$ cat src/rtl/memory_controller.sv
// Byte-wide RAM port owner: arbitrates ICache block refills against LSB loads/stores,
// sequences one byte per cycle and returns little-endian results with a one-cycle done pulse.
module memory_controller #(
    parameter int BLOCK_WIDTH = 2,
    parameter int BLOCK_SIZE  = 1 << BLOCK_WIDTH
) (
    input  logic                      clk_in,
    input  logic                      rst_in,
    input  logic                      rdy_in,

    input  logic [7:0]                mem_din,
    output logic [7:0]                mem_dout,
    output logic [31:0]               mem_a,
    output logic                      mem_wr,
    input  logic                      io_buffer_full,

    input  logic                      IC_query_en,
    input  logic [31:0]               IC_query_addr,
    output logic                      IC_data_en,
    output logic [32*BLOCK_SIZE-1:0]  IC_data,

    input  logic                      LSB_query_en,
    input  logic                      LSB_query_wr,
    input  logic [1:0]                LSB_query_size,
    input  logic [31:0]               LSB_query_addr,
    input  logic [31:0]               LSB_query_data,
    output logic                      LSB_data_en,
    output logic [31:0]               LSB_data
);
    localparam int CW = BLOCK_WIDTH + 3;
    localparam int BW = 32 * BLOCK_SIZE;
    localparam int IW = $clog2(BW);
    localparam logic [CW-1:0] ONE    = CW'(1);
    localparam logic [CW-1:0] IC_LEN = CW'(4 * BLOCK_SIZE);

    typedef enum logic [1:0] {IDLE, IC_READ, LSB_READ, LSB_WRITE} state_t;
    typedef enum logic {GRANT_IC, GRANT_LSB} grant_t;

    state_t          state;
    grant_t          last_grant;
    logic [31:0]     base;
    logic [31:0]     mem_a_q;
    logic            mem_wr_q;
    logic [7:0]      dout_q;
    logic [23:0]     wr_shift;
    logic [CW-1:0]   len;
    logic [CW-1:0]   cnt;
    logic [BW-1:0]   rd_buf;
    logic [BW-1:0]   cap_buf;
    logic [CW-1:0]   lsb_len;
    logic            io_stall;
    logic            reading;

    always_comb begin
        unique case (LSB_query_size)
            2'b00:   lsb_len = CW'(1);
            2'b01:   lsb_len = CW'(2);
            default: lsb_len = CW'(4);
        endcase
    end

    // cnt is the index of the byte whose address is on mem_a; byte cnt-1 is on mem_din.
    // While paused, re-present the pending byte's address so mem_din is still right on resume.
    always_comb begin
        logic [CW-1:0] byte_idx;
        logic [IW-1:0] bit_idx;
        byte_idx = cnt - ONE;
        bit_idx  = IW'({byte_idx, 3'b000});
        io_stall = (state == LSB_WRITE) && (base[17:16] == 2'b11) && io_buffer_full;
        reading  = (state == IC_READ) || (state == LSB_READ);
        mem_wr   = mem_wr_q && rdy_in && !io_stall;
        mem_dout = mem_wr ? dout_q : '0;
        mem_a    = mem_a_q;
        if (!rdy_in && reading && (cnt != '0))
            mem_a = base + 32'(byte_idx);
        cap_buf = rd_buf;
        if (cnt != '0)
            cap_buf[bit_idx +: 8] = mem_din;
    end

    always_ff @(posedge clk_in or posedge rst_in) begin
        if (rst_in) begin
            state       <= IDLE;
            last_grant  <= GRANT_IC;
            base        <= '0;
            mem_a_q     <= '0;
            mem_wr_q    <= 1'b0;
            dout_q      <= '0;
            wr_shift    <= '0;
            len         <= '0;
            cnt         <= '0;
            rd_buf      <= '0;
            IC_data_en  <= 1'b0;
            IC_data     <= '0;
            LSB_data_en <= 1'b0;
            LSB_data    <= '0;
        end else if (rdy_in) begin
            IC_data_en  <= 1'b0;
            LSB_data_en <= 1'b0;
            case (state)
                IDLE: begin
                    // The cycle carrying a done pulse never accepts, so a requester that
                    // drops its enable on the pulse cannot be granted twice.
                    if (!IC_data_en && !LSB_data_en) begin
                        if (IC_query_en && (!LSB_query_en || last_grant == GRANT_LSB)) begin
                            state      <= IC_READ;
                            last_grant <= GRANT_IC;
                            base       <= IC_query_addr;
                            mem_a_q    <= IC_query_addr;
                            len        <= IC_LEN;
                            cnt        <= '0;
                            rd_buf     <= '0;
                        end else if (LSB_query_en) begin
                            last_grant <= GRANT_LSB;
                            base       <= LSB_query_addr;
                            mem_a_q    <= LSB_query_addr;
                            len        <= lsb_len;
                            cnt        <= '0;
                            rd_buf     <= '0;
                            if (LSB_query_wr) begin
                                state    <= LSB_WRITE;
                                mem_wr_q <= 1'b1;
                                dout_q   <= LSB_query_data[7:0];
                                wr_shift <= LSB_query_data[31:8];
                            end else begin
                                state <= LSB_READ;
                            end
                        end
                    end
                end
                IC_READ, LSB_READ: begin
                    rd_buf <= cap_buf;
                    if (cnt == len) begin
                        state <= IDLE;
                        if (state == IC_READ) begin
                            IC_data_en <= 1'b1;
                            IC_data    <= cap_buf;
                        end else begin
                            LSB_data_en <= 1'b1;
                            LSB_data    <= cap_buf[31:0];
                        end
                    end else begin
                        cnt <= cnt + ONE;
                        if (cnt + ONE != len)
                            mem_a_q <= mem_a_q + 32'd1;
                    end
                end
                LSB_WRITE: begin
                    if (!io_stall) begin
                        if (cnt == len - ONE) begin
                            state       <= IDLE;
                            mem_wr_q    <= 1'b0;
                            dout_q      <= '0;
                            LSB_data_en <= 1'b1;
                            LSB_data    <= '0;
                        end else begin
                            cnt      <= cnt + ONE;
                            mem_a_q  <= mem_a_q + 32'd1;
                            dout_q   <= wr_shift[7:0];
                            wr_shift <= {8'd0, wr_shift[23:8]};
                        end
                    end
                end
                default: state <= IDLE;
            endcase
        end
    end
endmodule

$ cat config.mk
export PLATFORM = sky130hd
export DESIGN_NAME = memory_controller
export DESIGN_NICKNAME = d
export VERILOG_FILES = /design/src/rtl/memory_controller.sv
export SDC_FILE = /design/constraint.sdc
export NUM_CORES = 1
export LEC_CHECK = 0
export ABC_CLOCK_PERIOD_IN_PS = 16200
export CORE_AREA = 3 3 240 183
export DETAILED_ROUTE_END_ITERATION = 8
export DIE_AREA = 0 0 243 186
export PLACE_DENSITY = 0.79
export REMOVE_ABC_BUFFERS = 1
export SLEW_MARGIN = 20
export SYNTH_ARGS = -nofsm -noshare
export SYNTH_HDL_FRONTEND = slang
export SYNTH_SLANG_ARGS = --single-unit
$ cat constraint.sdc
create_clock -name clk_in -period 16.2 [get_ports clk_in]
set_clock_uncertainty 0.2 [all_clocks]
set_input_delay 4.86 -clock clk_in [delete_from_list [all_inputs] [get_ports clk_in]]
set_output_delay 4.86 -clock clk_in [all_outputs]
set_load 0.01 [all_outputs]
==> flow_metrics.py <==
metrics = {
    "final_layout": {
        "area_growth_pct": 25.8,
        "num_antenna_cells": 0,
        "nNetsFinal": 2415,
        "filler_cell_count": 3555,
        "fin_cells": 2879,
        "final_area_um2": 24700,
        "drive_gt1_share_pct": 6.15,
    },
    "cts": {
        "clk_latency_ns": 0.55,
        "cts_resized": 0,
        "clk_pin_slew_ns": 0.06,
        "numCtsBuffers": 41,
        "htreeDepth": 2,
        "cts.sinks": 399,
        "cts_tree": "done",
        "root_buffer": "clkbuf_16",
        "cts_buffer_depth": 3,
        "cts_setup_buffers": 0,
        "cts.hold.buffers_added": 0,
    },
    "placement": {
        "port_buffers": 315,
        "dp_hpwl_um": 39800,
        "placedCellCount": 2808,
        "place.gp.congestion": 0.911,
        "place_area_um2": 23200,
    },
    "min_path": {
        "hold_start": "IC_data[97]$_DFFE_PP0P_",
        "hold_path.class": "flip-flop to flip-flop",
        "hold_end": "IC_data[97]$_DFFE_PP0P_",
        "holdPathStages": 2,
    },
    "power": {
        "max-vdd-ir-drop_mv": 0.159,
        "p_leak_nw": 10.8,
        "powerDensity_nw_per_um2": 202,
    },
    "synthesis": {
        "synth.top_cells.by_area": "dfrtp_1 (51%), nand2_1 (7.2%), mux2i_1 (5.8%)",
        "synth_top_area_share_pct": 50.9,
        "synth.most_common_cell": "dfrtp_1",
        "synth_async_sr_flop_share_pct": 100,
        "synth_top_cells_by_count": "dfrtp_1 (399), nand2_1 (374), o21ai_0 (224)",
        "yosys_warnings": 0,
        "yosys.area.top_type": "dfrtp_1",
        "ys.flop_type": "dfrtp_1",
        "ys_seq_area_share_pct": 50.9,
        "synth_edf_count": 0,
        "netlist_area_um2": 19600,
        "synth_area_per_cell_um2": 9.60,
        "synthCells": 2043,
        "synthDistinctLibCells": 76,
        "ys_ff_latch": 399,
    },
    "global_routing": {
        "antenna_found_initial": 0,
        "grt_use_total_pct": 25.5,
        "grt_pass1_vias": 16752,
        "overflow": 0,
        "grt_max_degree": 192,
        "grt_pass1_wl_um": 93000,
    },
    "critical_path": {
        "worstSetupEndpointType": "output port",
        "crit_fanout": 62,
        "crit_path_frequent_cell": "clkdlybuf4s50_1",
        "critPathLaunchType": "input port",
        "r2r_end": "LSB_data[20]$_DFFE_PP0P_",
        "slowest_stage": "nand3_2",
        "worst-setup-path-type": "input port to output port",
        "max_stage_delay_ns": 0.80,
        "critPathArrivalTime_ns": 7.90,
        "ff2ff_setup_slack_ns": 11.66,
        "cp_top_family": "buffers and inverters",
        "cp.required_ns": 11.14,
        "rr_startpoint": "cnt[0]$_DFFE_PP0P_",
        "path_cells": "clkdlybuf4s50_1 -> inv_1 -> nand3_2 -> o21ai_0 -> clkdlybuf4s50_1",
        "worstRegToRegCells": 9,
        "path_buf_inv": 3,
    },
    "floorplanning": {
        "pin_count": 316,
        "dieWidth_um": 243,
        "start_util_pct": 46.9,
        "die_h_um": 186,
        "core_um2": 41800,
        "num_rows": 65,
        "die_area_um2": 45200,
    },
    "timing": {
        "setup_violations": 0,
        "hold_viol_final": 0,
        "worstMarginPinSlew_ns": 1.14,
        "max_slew_margin_pct": 24.1,
        "finalCritPeriodShare_pct": 80.0,
        "fmax_ghz": 0.0772,
        "rsz0062_at_grt": "no",
        "fin_setup_tns_ns": 0,
        "period_minus_slack_ns": 12.96,
        "hold_ws_ns": 0.270,
        "slew_viol_final": 0,
    },
    "detailed_routing": {
        "first_iter_violations": 1636,
        "first_pass_iters": 7,
        "route.met3.wl_um": 5420,
        "vias_per_cell": 5.97,
        "antenna_left": 0,
        "drt_wl_total_um": 59100,
        "route.top_layer_used": "met4",
        "wl_per_cell_um": 20.5,
        "route.detailed.drc": 0,
        "met1_length_um": 25600,
        "vias": 17186,
        "dr_wl_met2_um": 26700,
    },
    "job": {
        "drv_cap": 0,
    },
    "run_status": {
        "status": "completed",
    },
}
-- cell usage in the layout, fill, tap and decap left out, drive strengths merged, types with 27 or more instances in the layout --
master         netlist  layout
o2bb2ai             28      28
a22oi               35      35
nand2              374     374
o21ai              235     235
buf                 41      42
dfrtp              399     399
clkdlybuf4s50        0     315
inv                 26      27
mux2i              113     113
xor2                34      34
a21oi               70      70
nand3               88      88
nor2                78      78
clkbuf             119      56
a22o                89      89
and3                43      43
-- report_power, final --
| group | switching [mW] | internal (mW) | total (mW) |
|---|---|---|---|
| logic | 1.40 | 0.955 | 2.35 |
| registers | 0.305 | 1.33 | 1.64 |
| clock network | 0.404 | 0.600 | 1.00 |
-- cell type report --
type                            instances  area (um2)  share of cell area [%]
Multi-Input combinational cell       1457        8960                    36.3
Clock buffer                           56        1160                    4.71
Inverter                               27         109                   0.441
Clock inverter                         14         255                    1.03
Timing Repair Buffer                  357        3490                    14.2
Tap cell                              569         712                    2.88
Sequential cell                       399        9980                    40.5
-- flip-flops by register name (all words and copies together) (netlist names) --
name,count
state,2
wr_shift,24
rd_buf,128
base,32
IC_data_en,1
IC_data,128
LSB_data,32
mem_wr_q,1
dout_q,8
LSB_data_en,1
last_grant,1
mem_a_q,32
len,4
cnt,5
-- routing by layer --
metal  GRT usage, %  up-vias
met1           35.8     8460
met3           5.98      115
met4           6.52        0
met5              0        -
met2           40.3      810
li1               -     7801
-- tightest hold or removal path: stages (launching register included) --
cell and delay, ns:
dfrtp_1 0.34, nand2_1 0.05, nand2_1 0.05
-- through the flow --
step	total power [mW]	util, %	setup slack (ns)
floorplan	2.93	-	0.0439
global placement	3.87	55.6	3.53
detailed placement	3.97	55.6	3.29
CTS	4.99	59.0	3.27
global route	5.31	59.0	3.00
finish	4.99	59.0	3.24
-- logic make-up (layout without fill, tap and decap cells) --
| kind of cell | Yosys count | after routing | share of synthesized area, % |
|---|---|---|---|
| flops | 399 | 399 | 50.9 |
| xor+xnor | 46 | 46 | 2.16 |
| fa+ha+maj | 19 | 19 | 1.25 |
| simple gates | 700 | 700 | 16.5 |
| buf+inv | 187 | 454 | 3.87 |
| compound gates | 578 | 578 | 19.5 |
| mux | 114 | 114 | 5.82 |
-- worst max-delay path by stage --
stage          cells after the start                      to    from
5_1_grt                            5               mem_a[15]  rdy_in
6_report                           5               mem_a[17]  rdy_in
3_3_place_gp                       5               mem_a[16]  rdy_in
4_1_cts                            5               mem_a[17]  rdy_in
3_5_place_dp                       5               mem_a[17]  rdy_in
2_1_floorplan                      1  IC_data[0]$_DFFE_PP0P_  rst_in
Power figures use the tool's default switching activity.
